--- config.mk ---
export PLATFORM = sky130hd
export DESIGN_NAME = commit_trace_buf
export DESIGN_NICKNAME = d
export VERILOG_FILES = /design/src/rtl/commit_trace_buf.sv
export SDC_FILE = /design/constraint.sdc
export NUM_CORES = 2
export LEC_CHECK = 0
export ABC_AREA = 1
export BUFFER_PORTS_ARGS = -buffer_cell sky130_fd_sc_hd__buf_2
export CELL_PAD_IN_SITES_DETAIL_PLACEMENT = 0
export CELL_PAD_IN_SITES_GLOBAL_PLACEMENT = 1
export CORE_MARGIN = 2
export CORE_UTILIZATION = 35
export DETAILED_ROUTE_END_ITERATION = 12
export PLACE_DENSITY_LB_ADDON = 0.15
export RECOVER_POWER = 100
export REMOVE_ABC_BUFFERS = 1
export SLEW_MARGIN = 40
export SYNTH_ARGS = -nofsm -noshare
export SYNTH_HDL_FRONTEND = slang
export SYNTH_SLANG_ARGS = --single-unit
--- constraint.sdc ---
create_clock -name clk -period 23.1 [get_ports clk]
set_input_delay 1.155 -clock clk [delete_from_list [all_inputs] [get_ports clk]]
set_output_delay 1.155 -clock clk [all_outputs]
set_load 0.05 [all_outputs]
--- src/rtl/commit_trace_buf.sv ---
// Purpose : buffers retired-instruction records (instr, pre_pc, pc) from write-back for a trace consumer.
// Latency : a commit is visible at trace_data/trace_valid one cycle after its rising edge.
// Backpr. : trace_ready=0 holds the head entry; stall_req warns the CPU early; commits arriving when full are dropped and counted.
//
// Ports:
//   clk, rst                 - single clock, asynchronous active-low reset
//   commit, commit_instr,
//   commit_pc, commit_pre_pc - retirement strobe and its record
//   trace_valid/trace_ready  - valid/ready handshake for the head entry
//   trace_data               - head entry {instr[159:128], pre_pc[127:64], pc[63:0]}
//   stall_req                - registered, occupancy >= AFULL_LVL
//   overflow, drop_cnt       - sticky drop flag and saturating drop count
//   retire_cnt               - commits accepted (wraps modulo 2^64)
//   level                    - current occupancy
module commit_trace_buf #(
    parameter int DEPTH     = 8,
    parameter int AFULL_LVL = 6
) (
    input  logic                       clk,
    input  logic                       rst,
    input  logic                       commit,
    input  logic [31:0]                commit_instr,
    input  logic [63:0]                commit_pc,
    input  logic [63:0]                commit_pre_pc,
    output logic                       trace_valid,
    input  logic                       trace_ready,
    output logic [159:0]               trace_data,
    output logic                       stall_req,
    output logic                       overflow,
    output logic [15:0]                drop_cnt,
    output logic [63:0]                retire_cnt,
    output logic [$clog2(DEPTH):0]     level
);

    localparam int AW = $clog2(DEPTH);
    localparam logic [AW:0] PTR_ONE = {{AW{1'b0}}, 1'b1};
    localparam logic [AW:0] AFULL_W = (AW+1)'(AFULL_LVL);

    // Record storage is deliberately left out of reset; pointers alone define validity.
    logic [159:0] mem [DEPTH];

    logic [AW:0] wr_ptr;
    logic [AW:0] rd_ptr;
    logic [AW:0] level_nxt;
    logic        full;
    logic        push;
    logic        pop;
    logic        drop;

    // Same slot index with differing wrap bits means every slot is occupied.
    assign full = (wr_ptr[AW-1:0] == rd_ptr[AW-1:0]) && (wr_ptr[AW] != rd_ptr[AW]);

    assign trace_valid = (level != '0);
    assign pop         = trace_valid && trace_ready;
    // A pop in the same cycle frees a slot, so a commit into a full buffer still lands.
    assign push        = commit && (!full || pop);
    assign drop        = commit && full && !pop;

    // Head entry is read straight from storage; nothing from the commit inputs reaches it combinationally.
    assign trace_data = mem[rd_ptr[AW-1:0]];

    always_comb begin
        level_nxt = level;
        case ({push, pop})
            2'b10:   level_nxt = level + PTR_ONE;
            2'b01:   level_nxt = level - PTR_ONE;
            default: level_nxt = level;
        endcase
    end

    always_ff @(posedge clk) begin
        if (push) begin
            mem[wr_ptr[AW-1:0]] <= {commit_instr, commit_pre_pc, commit_pc};
        end
    end

    always_ff @(posedge clk or negedge rst) begin
        if (!rst) begin
            wr_ptr     <= '0;
            rd_ptr     <= '0;
            level      <= '0;
            stall_req  <= 1'b0;
            overflow   <= 1'b0;
            drop_cnt   <= '0;
            retire_cnt <= '0;
        end else begin
            if (push) begin
                // Natural binary increment wraps the index and toggles the wrap bit together.
                wr_ptr     <= wr_ptr + PTR_ONE;
                retire_cnt <= retire_cnt + 64'd1;
            end
            if (pop) begin
                rd_ptr <= rd_ptr + PTR_ONE;
            end
            level <= level_nxt;
            // Registered from the next level so stall_req moves on the same edge as level.
            stall_req <= (level_nxt >= AFULL_W);
            if (drop) begin
                overflow <= 1'b1;
                if (drop_cnt != 16'hFFFF) begin
                    drop_cnt <= drop_cnt + 16'd1;
                end
            end
        end
    end

endmodule

Yosys cells after proc, flatten, opt, wreduce, memory -nomap -nowiden. Memory sizes are Yosys's and may differ from the RTL's. Index checks and enable logic that the tools add are counted.

Flip-flop bits (word level): 94. Bits of input ports: 164. Output and inout bits: 247. Memories: 1. Bits in writable memories: 1280. Logic and storage cells: 33.

Muxes and demuxes: 3. Eq/ne operators: 5. $lt $le $gt $ge: 1. Add/subtract/negate cells: 6. Reductions and logical operators: 10.

Memories: mem (words 8, bits a word 160, read ports 1, clocked after memory_dff 0, wr ports 1, RTL line 40) `logic [159:0] mem [DEPTH];`.

Operators with widths (count): adder 64 x 1 -> 64 bit, second input constant (1); adder 16 x 1 -> 16 bit, second input constant (1); != test 16 bit, second input constant (1); adder 4 x 1 -> 4 bit, second input constant (3); one-hot mux 4 bit (2 select lines) (1); logical AND 1 bit (5); greater-or-equal comparator 4 x 3 -> 1 bit, second input constant (1); nonzero test 4 bit (1); subtractor 4 x 1 -> 4 bit, second input constant (1); == test 3 bit (1); == test 2 x 1 -> 1 bit, second input constant (1); == test 2 bit, second input constant (1); logical NOT 1 bit (2); 2-to-1 mux 1 bit (2); AND reduction 2 bit (1); logical OR 1 bit (1); != test 1 bit (1).

Longest topological paths before layout.
Depth after elaboration: 8. Depth in mapped cells: 15. Gate-level depth less buffers: 15.

Worst setup path after synthesis. No wires, ideal clock.

Path type: register to register. Start point: register level[0]. End point: memory mem[0][0] (enable). Required time: 22418 ps. Buffers on the path: 1. Slack: 13933 ps. Period minus slack after synthesis: 9167 ps. Arrival time: 8485 ps. Library setup time: 682 ps. Cell stages (with the launch flop): 10. Path through: dfrtp_1 -> nor2_1 -> nand2_2 -> nand2_2 -> nand3_2 -> nand2_4 -> inv_2 -> buf_2 -> nand2_1 -> nor2_1.

Cells in the longest elaborated chain, start to end: 6.

RTL lines: start, declared (RTL line 32) `output logic [$clog2(DEPTH):0] level`; start signal, assigned (RTL line 95) `level <= level_nxt;`; nonzero test 4 bit (RTL line 53) `assign trace_valid = (level != '0);`; via trace_valid (RTL line 25) `output logic trace_valid,`; logical AND 1 bit (RTL line 54) `assign pop = trace_valid && trace_ready;`; logical OR 1 bit (RTL line 56) `assign push = commit && (!full || pop);`; logical AND 1 bit (RTL line 56); 2-to-1 mux 1 bit (RTL line 72) `if (push) begin`; 2-to-1 mux 1 bit (implied by the code) (RTL line 73) `mem[wr_ptr[AW-1:0]] <= {commit_instr, commit_pre_pc, commit_pc};`; end, declared (RTL line 40).

The timed path passes the listed nets, and every way through them passes these cells.

Worst setup path in the final report.
Start point: register rd_ptr[0]. End point: memory mem[4][77] (enable).

Cells in the longest elaborated chain, start to end: 7.

RTL lines: start, declared (RTL line 43) `logic [AW:0] rd_ptr;`; start signal, assigned (RTL line 93) `rd_ptr <= rd_ptr + PTR_ONE;`; == test 3 bit (RTL line 51) `assign full = (wr_ptr[AW-1:0] == rd_ptr[AW-1:0]) && (wr_ptr[AW] != rd_ptr[AW]);`; logical AND 1 bit (RTL line 51); logical NOT 1 bit (RTL line 56); logical OR 1 bit (RTL line 56); logical AND 1 bit (RTL line 56); 2-to-1 mux 1 bit (RTL line 72); 2-to-1 mux 1 bit (implied by the code) (RTL line 73).

Every way passes these cells.

==> impl_metrics.env <==
export IMPL_die_x_um=399.6
export IMPL_multi_input_area_sq_um=12570
export IMPL_track_usage=0.1868
export IMPL_overflow=0
export IMPL_power_frac_comb=0.390
export IMPL_grt_pass1_wl_um=223900
export IMPL_antenna_found_initial=31
export IMPL_gp_congestion=0.8371
export IMPL_holdWs_ns=0.4682
export IMPL_ys_async_sr_fraction=0.06841
export IMPL_nets=4976
export IMPL_dr_pass1_iters=5
export IMPL_ys_types=36
export IMPL_slew_headroom=-2.412
export IMPL_final_cell_mix="1280 x edfxtp_1, 1245 x nor2_1, 673 x o21ai_0"
export IMPL_hold_viol=0
export IMPL_viasPerCell=5.020
export IMPL_period_needed_ns=13.01
export IMPL_dp_hpwl_um=82770
export IMPL_pwr_share_clk=0.254
export IMPL_final_cell_count_no_fill=6995
export IMPL_wl_per_cell_um=21.72
export IMPL_rsz0062_at_grt="no"
export IMPL_initial_core_util=0.3515
export IMPL_ctsResizeCount=0
export IMPL_whs_endpoint="overflow"
export IMPL_worstHoldStart="overflow"
export IMPL_synth_edf_count=1280
export IMPL_io_buffers=410
export IMPL_drv_cap=33
export IMPL_critPathCaptureType="register"
export IMPL_fp_dieH_um=399.6
export IMPL_grt_max_degree=147
export IMPL_cp_required_ns=23.32
export IMPL_power_frac_seq=0.355
export IMPL_synthCells=4449
export IMPL_drt_wl_total_um=151900
export IMPL_max_slew_worst_pin_slew_ns=5.118
export IMPL_synth_area_leaders="edfxtp_1 70%, nor2_1 8.5%, o21ai_0 6.1%"
export IMPL_ys_warn_count=0
export IMPL_num_rows=145
export IMPL_p_sw_frac=0.4328
export IMPL_synth_ff_type="edfxtp_1"
export IMPL_cts_buffers=154
export IMPL_post_route_util=0.4053
export IMPL_finalSetupViolations=0
export IMPL_die_area_sq_um=159700
export IMPL_antenna_left=0
export IMPL_r2r_cells=11
export IMPL_r2r_slack_ns=10.09
export IMPL_setup_tns_ns=0
export IMPL_fin_skew_ns=0.03269
export IMPL_root_buffer="clkbuf_16"
export IMPL_grt_pass1_vias=34152
export IMPL_crit_fanout=129
export IMPL_clock_latency_ns=0.77
export IMPL_whs_path_depth=1
export IMPL_arrival_ns=13.23
export IMPL_seq_area_sq_um=40790
export IMPL_hold_class="reg -> reg"
export IMPL_crit_type="reg -> reg"
export IMPL_p_sw_mw=4.008
export IMPL_drc=0
export IMPL_cts_max_level=4
export IMPL_finalPower_mw=9.262
export IMPL_post_cts_buffers=0
export IMPL_synthToLayoutAreaGrowth_pct=15.32
export IMPL_final_common_cell="edfxtp_1"
export IMPL_worstReg2RegEnd="mem[4][77]"
export IMPL_total_leakage_power_nw=20.41
export IMPL_holdBufCountCts=0
export IMPL_power_density_nw_per_um2=146.6
export IMPL_vias=35113
export IMPL_r2r_start="rd_ptr[0]"
export IMPL_dp_cells=6705
export IMPL_violations="max-capacitance violations, max-slew violations"
export IMPL_fmax_mhz=76.87
export IMPL_finalMaxSlewViolations=1786
export IMPL_ir_drop_v=0.0001194
export IMPL_ys_seq_area_frac=0.7447
export IMPL_outcome="finished, violations left"
export IMPL_synth_area_sq_um=54770
export IMPL_core_area_sq_um=155800
export IMPL_intPower_mw=5.254
export IMPL_fin_crit_sh=0.5631
export IMPL_final_layout_size_suffix_gt1_frac=0.04951
export IMPL_ios=411
export IMPL_fill_cells=14929
export IMPL_first_iter_violations=2135
export IMPL_ys_ff_latch=1374
export IMPL_yosys_area_top_type="edfxtp_1"
export IMPL_worst_setup_path_start_kind="register"
export IMPL_clock_sinks=1374
export IMPL_synth_top_area_share=0.7017
export IMPL_syn_avg_cell_area_sq_um=12.31
export IMPL_clkSlewWorstSetupHoldPaths_ns=0.06
export IMPL_cts_tree="done"
export IMPL_cts_buffer_depth=3
## per-stage QoR
step / area, sq um / setup slack [ns]
after global placement: 58830 / 17.17
final: 63170 / 10.09
after floorplan: 53690 / -4.136
after detailed placement: 59150 / 17.69
after CTS: 63990 / 16.84
after global routing: 63150 / 8.695
## synthesized netlist by cell type (3+ instances only)
cell type / instances
inv_2: 7
clkbuf_1: 173
dfrtp_1: 94
nand4_1: 26
nand2_1: 280
inv_1: 75
a31oi_1: 160
nand2_2: 3
o21ai_0: 665
nand3_1: 47
o21ai_2: 3
nor3_1: 33
ha_1: 5
o21ai_1: 8
xnor2_1: 21
nor2_1: 1246
buf_1: 22
buf_2: 64
o22ai_1: 160
nand3_2: 3
buf_4: 3
edfxtp_1: 1280
xor2_1: 56
## power by group through the flow
stage	registers [mW]	clock network, mW	logic, mW
6_report	3.29	2.35	3.62
5_1_grt	3.33	2.52	3.95
4_1_cts	3.27	2.42	3.76
3_5_place_dp	3.32	0	3.75
3_3_place_gp	3.32	0	3.72
2_1_floorplan	3.60	0	2.46
## flip-flops by register name, indices dropped and copies added, names as in the netlist
name	flops
mem	1280
retire_cnt	64
drop_cnt	16
level	4
rd_ptr	4
wr_ptr	4
overflow	1
stall_req	1
## worst max-delay path by stage
stage,startpoint,end,slack (ns)
after detailed placement,rd_ptr[0],trace_data[118],17.69
after CTS,rd_ptr[0],trace_data[118],16.84
after global routing,rd_ptr[0],mem[4][74],8.69
after global placement,rd_ptr[0],trace_data[48],17.17
after floorplan,rd_ptr[0],wr_ptr[3],-4.14
final,rd_ptr[0],mem[4][77],10.09
## kinds of logic (layout without fill, tap and decap cells)
family | after synthesis | count (layout) | synth area share
XOR/XNOR | 77 | 77 | 0.01231
AO/OA/AOI/OAI | 998 | 998 | 0.09875
AND/OR/NAND/NOR | 1650 | 1650 | 0.1177
flip-flops | 1374 | 1374 | 0.7447
other | 0 | 9 | 0
adder cells (fa/ha/maj) | 5 | 5 | 0.001142
buffers and inverters | 345 | 824 | 0.02545
## critical path, cell delays in order, from the launching register on
cell and delay (ns):
dfrtp_1 0.73, clkinvlp_2 2.92, nand2_1 0.11, nand2_1 0.18, nor2_1 0.07, nand3_1 0.09
nand2_1 0.68, clkinv_1 0.20, nand2_1 0.19, nor2_4 0.13, clkbuf_1 3.24, clkbuf_1 3.77
## final cells by class
class                           instances  share of cell area
Tap cell                             2058             0.04077
Antenna cell                            9           0.0003565
Clock inverter                         81             0.01196
Inverter                               82            0.005130
Timing Repair Buffer                  465             0.03241
Clock buffer                          196             0.06467
Sequential cell                      1374              0.6457
Multi-Input combinational cell       2730              0.1990
## metal layers
metal,vias to the layer above,routed length [um],global-route usage
li1,16715,-,-
met1,17391,68000,0.2537
met2,723,71360,0.3009
met3,250,8968,0.04215
met4,34,3374,0.05122
met5,-,225,0
Note: power is estimated with default switching activity, not from simulation.
